--- src/rtl/fwd_hazard_ctrl.sv ---
// Forwarding-select and load-use hazard control for the D/X stage, with a DEPTH-entry destination-tag pipeline.
// Latency: selects, mem_fwd and stall are combinational from inputs and tags; tags move on advance.
// Backpressure: advance=0 freezes tags and FSM; optional stall_cnt under FWD_STALL_CNT_EN.
module fwd_hazard_ctrl #(
  parameter int NUM_SRC = 2,
  parameter int ADDR_W  = 5,
  parameter int DEPTH   = 2,
  localparam int SEL_W  = $clog2(DEPTH + 1)
) (
  input  logic                      clock,
  input  logic                      reset,
  input  logic                      dx_valid,
  input  logic [NUM_SRC*ADDR_W-1:0] dx_rs,
  input  logic [NUM_SRC-1:0]        dx_rs_use,
  input  logic [ADDR_W-1:0]         dx_rd,
  input  logic                      dx_we,
  input  logic                      dx_is_load,
  input  logic                      dx_is_store,
  input  logic                      advance,
  output logic [NUM_SRC*SEL_W-1:0]  fwd_sel,
  output logic                      mem_fwd,
  output logic                      stall,
  output logic                      bubble
`ifdef FWD_STALL_CNT_EN
  , output logic [31:0]             stall_cnt
`endif
);

  typedef struct packed {
    logic              vld;
    logic [ADDR_W-1:0] rd;
    logic              we;
    logic              isLoad;
    logic              isStore;
  } tag_t;

  typedef enum logic {RUN, STALL} state_t;

  tag_t   tags [1:DEPTH];
  state_t state, stateNxt;

  logic [NUM_SRC*DEPTH-1:0] hit;
  logic [NUM_SRC*SEL_W-1:0] selRaw;
  logic                     loadUse;

  for (genvar i = 0; i < NUM_SRC; i++) begin : g_src
    for (genvar k = 1; k <= DEPTH; k++) begin : g_stage
      assign hit[i*DEPTH + k - 1] = tags[k].vld && tags[k].we && dx_rs_use[i] && dx_valid
                                    && (tags[k].rd == dx_rs[i*ADDR_W +: ADDR_W])
                                    && (tags[k].rd != '0);
    end
  end

  // Scan oldest to youngest so the youngest matching stage is the last write.
  always_comb begin
    selRaw  = '0;
    loadUse = 1'b0;
    for (int i = 0; i < NUM_SRC; i++) begin
      for (int k = DEPTH; k >= 1; k--) begin
        if (hit[i*DEPTH + k - 1]) selRaw[i*SEL_W +: SEL_W] = SEL_W'(k);
      end
      loadUse = loadUse | (hit[i*DEPTH] & tags[1].isLoad);
    end
  end

  always_ff @(posedge clock or negedge reset) begin
    if (!reset) state <= RUN;
    else        state <= stateNxt;
  end

  // A stall is only raised from RUN, so it never lasts beyond one advancing cycle.
  always_comb begin
    stateNxt = state;
    stall    = 1'b0;
    case (state)
      RUN: begin
        stall = loadUse;
        if (loadUse && advance) stateNxt = STALL;
      end
      STALL: begin
        if (advance) stateNxt = RUN;
      end
      default: stateNxt = RUN;
    endcase
  end

  assign bubble  = stall;
  assign fwd_sel = stall ? '0 : selRaw;

  always_ff @(posedge clock or negedge reset) begin
    if (!reset) begin
      for (int k = 1; k <= DEPTH; k++) tags[k] <= '0;
    end else if (advance) begin
      tags[1] <= '{vld: dx_valid & ~stall, rd: dx_rd, we: dx_we,
                   isLoad: dx_is_load, isStore: dx_is_store};
      for (int k = 2; k <= DEPTH; k++) tags[k] <= tags[k-1];
    end
  end

  if (DEPTH >= 2) begin : g_memfwd
    assign mem_fwd = tags[1].vld && tags[1].isStore && tags[2].vld && tags[2].we
                     && (tags[1].rd == tags[2].rd) && (tags[1].rd != '0);
  end else begin : g_nomemfwd
    assign mem_fwd = 1'b0;
  end

`ifdef FWD_STALL_CNT_EN
  always_ff @(posedge clock or negedge reset) begin
    if (!reset)                                        stall_cnt <= '0;
    else if (stall && advance && (stall_cnt != '1))    stall_cnt <= stall_cnt + 32'd1;
  end
`endif

endmodule

--- config.mk ---
export PLATFORM = sky130hd
export DESIGN_NAME = fwd_hazard_ctrl
export DESIGN_NICKNAME = d
export VERILOG_FILES = /design/src/rtl/fwd_hazard_ctrl.sv
export SDC_FILE = /design/constraint.sdc
export NUM_CORES = 1
export LEC_CHECK = 0
export ABC_AREA = 1
export BUFFER_PORTS_ARGS = -buffer_cell sky130_fd_sc_hd__buf_2
export CAP_MARGIN = 25
export CORE_MARGIN = 2
export CORE_UTILIZATION = 41
export CTS_BUF_LIST = sky130_fd_sc_hd__clkbuf_4 sky130_fd_sc_hd__clkbuf_8
export DETAILED_ROUTE_END_ITERATION = 6
export PLACE_DENSITY = 0.63
export SLEW_MARGIN = 0
export SYNTH_ARGS = -nofsm -noshare
export SYNTH_HDL_FRONTEND = slang
export SYNTH_SLANG_ARGS = --single-unit
--- constraint.sdc ---
create_clock -name clock -period 3.6 [get_ports clock]
set_input_delay 0.18 -clock clock [delete_from_list [all_inputs] [get_ports clock]]
set_output_delay 0.18 -clock clock [all_outputs]
set_load 0.02 [all_outputs]
==> impl_metrics.env <==
export IMPL_path_cells="inv_2 -> nor2_1 -> nor2_1 -> nand2_2 -> nor2_2 -> nand2_2 -> nand2_2 -> nand2_2 -> inv_2 -> nor2_2 -> buf_2"
export IMPL_fin_crit_ps=1870
export IMPL_cp_max_fo=6
export IMPL_io_pins=31
export IMPL_drt_pass1_iterations=4
export IMPL_ir_worst_vdd_v=0.000208
export IMPL_finalHoldViolCount=0
export IMPL_ys_types=18
export IMPL_grt_pass1_vias=1045
export IMPL_wl_um=2540
export IMPL_relSlewSlack_pct=72.5
export IMPL_status="finished clean"
export IMPL_final_area_mm2=0.00131
export IMPL_rows=18
export IMPL_gp_congestion=0.868
export IMPL_wl_per_cell_um=11.6
export IMPL_final_cells=219
export IMPL_die_area_mm2=0.00315
export IMPL_cts_hold_buf=1
export IMPL_maxCapViolations=0
export IMPL_crit_family="simple AND/OR/NAND/NOR gates"
export IMPL_coreArea_mm2=0.00252
export IMPL_cts_repair_resized=0
export IMPL_drive_gt1_share_pct=26.5
export IMPL_max_slew_worst_pin_slew_ps=413
export IMPL_dpl_cell_area_mm2=0.00127
export IMPL_critPathSlowestCell="dfrtp_1"
export IMPL_synth_warnings=0
export IMPL_cts_buffers=3
export IMPL_cts_tree="yes"
export IMPL_cp_end_kind="output port"
export IMPL_via_per_inst=4.89
export IMPL_dp_hpwl_um=2060
export IMPL_power_density_mw_per_mm2=336
export IMPL_syn_to_final_growth_pct=18.0
export IMPL_power_share_clock_pct=23.0
export IMPL_place_inst=214
export IMPL_p_switching_w=0.000143
export IMPL_die_x_um=56.1
export IMPL_syn_inst=159
export IMPL_syn_num_nets=183
export IMPL_crit_buf_inv=3
export IMPL_path_common_cell="nand2_2"
export IMPL_nNetsFinal=214
export IMPL_path_clk_slew_ps=100
export IMPL_sw_frac_of_total_pct=32.4
export IMPL_clock_skew_ps=7.02
export IMPL_dieHeight_um=56.1
export IMPL_setup_viol=0
export IMPL_first_iter_violations=42
export IMPL_h_tree_depth=1
export IMPL_initial_utilization_pct=44.1
export IMPL_antenna_found_initial=0
export IMPL_drv_slew=0
export IMPL_clock_sinks=17
export IMPL_synth_seq_cells=17
export IMPL_path_class="flop to output port"
export IMPL_p_leak_nw=0.674
export IMPL_final_setup_tns_ps=0
export IMPL_diodes=0
export IMPL_post_cts_buffers=0
export IMPL_ant_nets=0
export IMPL_syn_area_mm2=0.00111
export IMPL_vias=1070
export IMPL_cp_required_ps=3420
export IMPL_clock_path_buffers=2
export IMPL_p_seq_share_pct=52.5
export IMPL_yosysSeqAreaShare_pct=38.2
export IMPL_arrival_ps=1690
export IMPL_fmax_mhz=536
export IMPL_internal_power_w=0.000299
export IMPL_clock_latency_ps=290
export IMPL_combPwrFrac_pct=24.4
export IMPL_grt_max_degree=28
export IMPL_min_path_type="input port to flop"
export IMPL_hold_ws_ps=85.3
export IMPL_start_kind="flop"
export IMPL_overflow=0
export IMPL_grt_usage_pct=18.1
export IMPL_rsz0062_at_grt="no"
export IMPL_cpPeakStageDelay_ps=430
export IMPL_fin_crit_sh_pct=51.8
export IMPL_io_buffer_count=30
export IMPL_clock_root_buffer="clkbuf_4"
export IMPL_power_w=0.000441
export IMPL_avgSynthCellArea_um2=7.00
export IMPL_drcViolationCount=0
export IMPL_grt_pass1_wl_um=4520
## worst reg2reg max path: stages, from the launching register on
cell and delay, ps:
dfrtp_1 430, inv_2 130, nor2_1 50, nor2_1 100
nand2_2 60, nor2_2 140, nand2_2 90, nand2_2 80
nand2_2 60, nand2_1 100, nand2_1 60
## cell usage after synthesis (all sizes together)
cell	n	area, um2
a21oi	2	10.0
o22ai	3	18.8
nor3	3	15.0
o21ai	11	55.1
xnor2	16	140
nand3	6	35.0
inv	16	60.1
nand4	2	12.5
clkbuf	2	7.51
nor2	19	81.3
buf	3	17.5
nand2	59	234
dfrtp	17	425
## sequential cells by signal, summed over array words and instances, names as in the netlist
register / cells
tags: 16
state: 1
## power by group through the flow
stage	clock, W	sequential (W)	combinational [W]
after global routing	0.000114	0.000235	0.000125
after global placement	0	0.000234	0.000106
after CTS	0.000105	0.000232	0.000109
after detailed placement	0	0.000236	0.000108
after floorplan	0	0.000228	0.0000778
final	0.000102	0.000232	0.000108
## stage by stage
step	setup WS, ps	utilization [%]
2_1_floorplan	2150	-
3_3_place_gp	2090	50.5
3_5_place_dp	2050	50.5
4_1_cts	1720	52.0
5_1_grt	1610	52.0
6_report	1730	52.0
## path summary, 6_finish.rpt
kind                          start    endpoint  slack [ps]  cells after the start
setup / recovery           tags[15]  fwd_sel[1]        1730                     11
hold / removal             dx_rd[0]    tags[12]          90                      3
setup reg to reg           tags[15]    tags[17]        2220                     10
hold reg to reg             tags[9]     tags[9]         490                      2
max in group asynchronous     reset     tags[9]        3000                      2
min in group asynchronous     reset     tags[2]         330                      2
## final cells by class
cell class                 instances  area, um2
multi-input combinational        121        602
inverter                          16       60.1
sequential                        17        425
clock inverter                     1       5.00
tap                               30       37.5
timing repair buffer              31        160
clock buffer                       3       22.5
fill                             273       1210
## placed cells by master, fill, tap and decap left out, types with 2 or more instances in the layout
cell	Yosys	routed
a21oi_1	2	2
buf_2	2	30
clkbuf_4	0	3
dfrtp_1	17	17
inv_1	10	10
inv_2	6	6
nand2_1	54	54
nand2_2	5	5
nand3_1	5	5
nand4_1	2	2
nor2_1	15	15
nor2_2	4	4
nor3_1	3	3
o21ai_0	11	11
o22ai_1	3	3
xnor2_1	16	16
## routing by layer
metal	vias to the layer above	GRT usage, %	wire, um	part of all wire, %
li1	552	-	-	-
met5	-	0	0	0
met1	468	25.1	1200	47
met2	42	27.6	1120	44
met3	8	2.09	154	6.1
met4	0	9.18	62	2.4
## cell families after synthesis
group	count (synthesis)	share of synthesized area (%)
AND/OR/NAND/NOR	89	34.0
buffers and inverters	21	7.65
flip-flops	17	38.2
AO/OA/AOI/OAI	16	7.54
XOR/XNOR	16	12.6
Note: power is estimated with default switching activity, not from simulation.
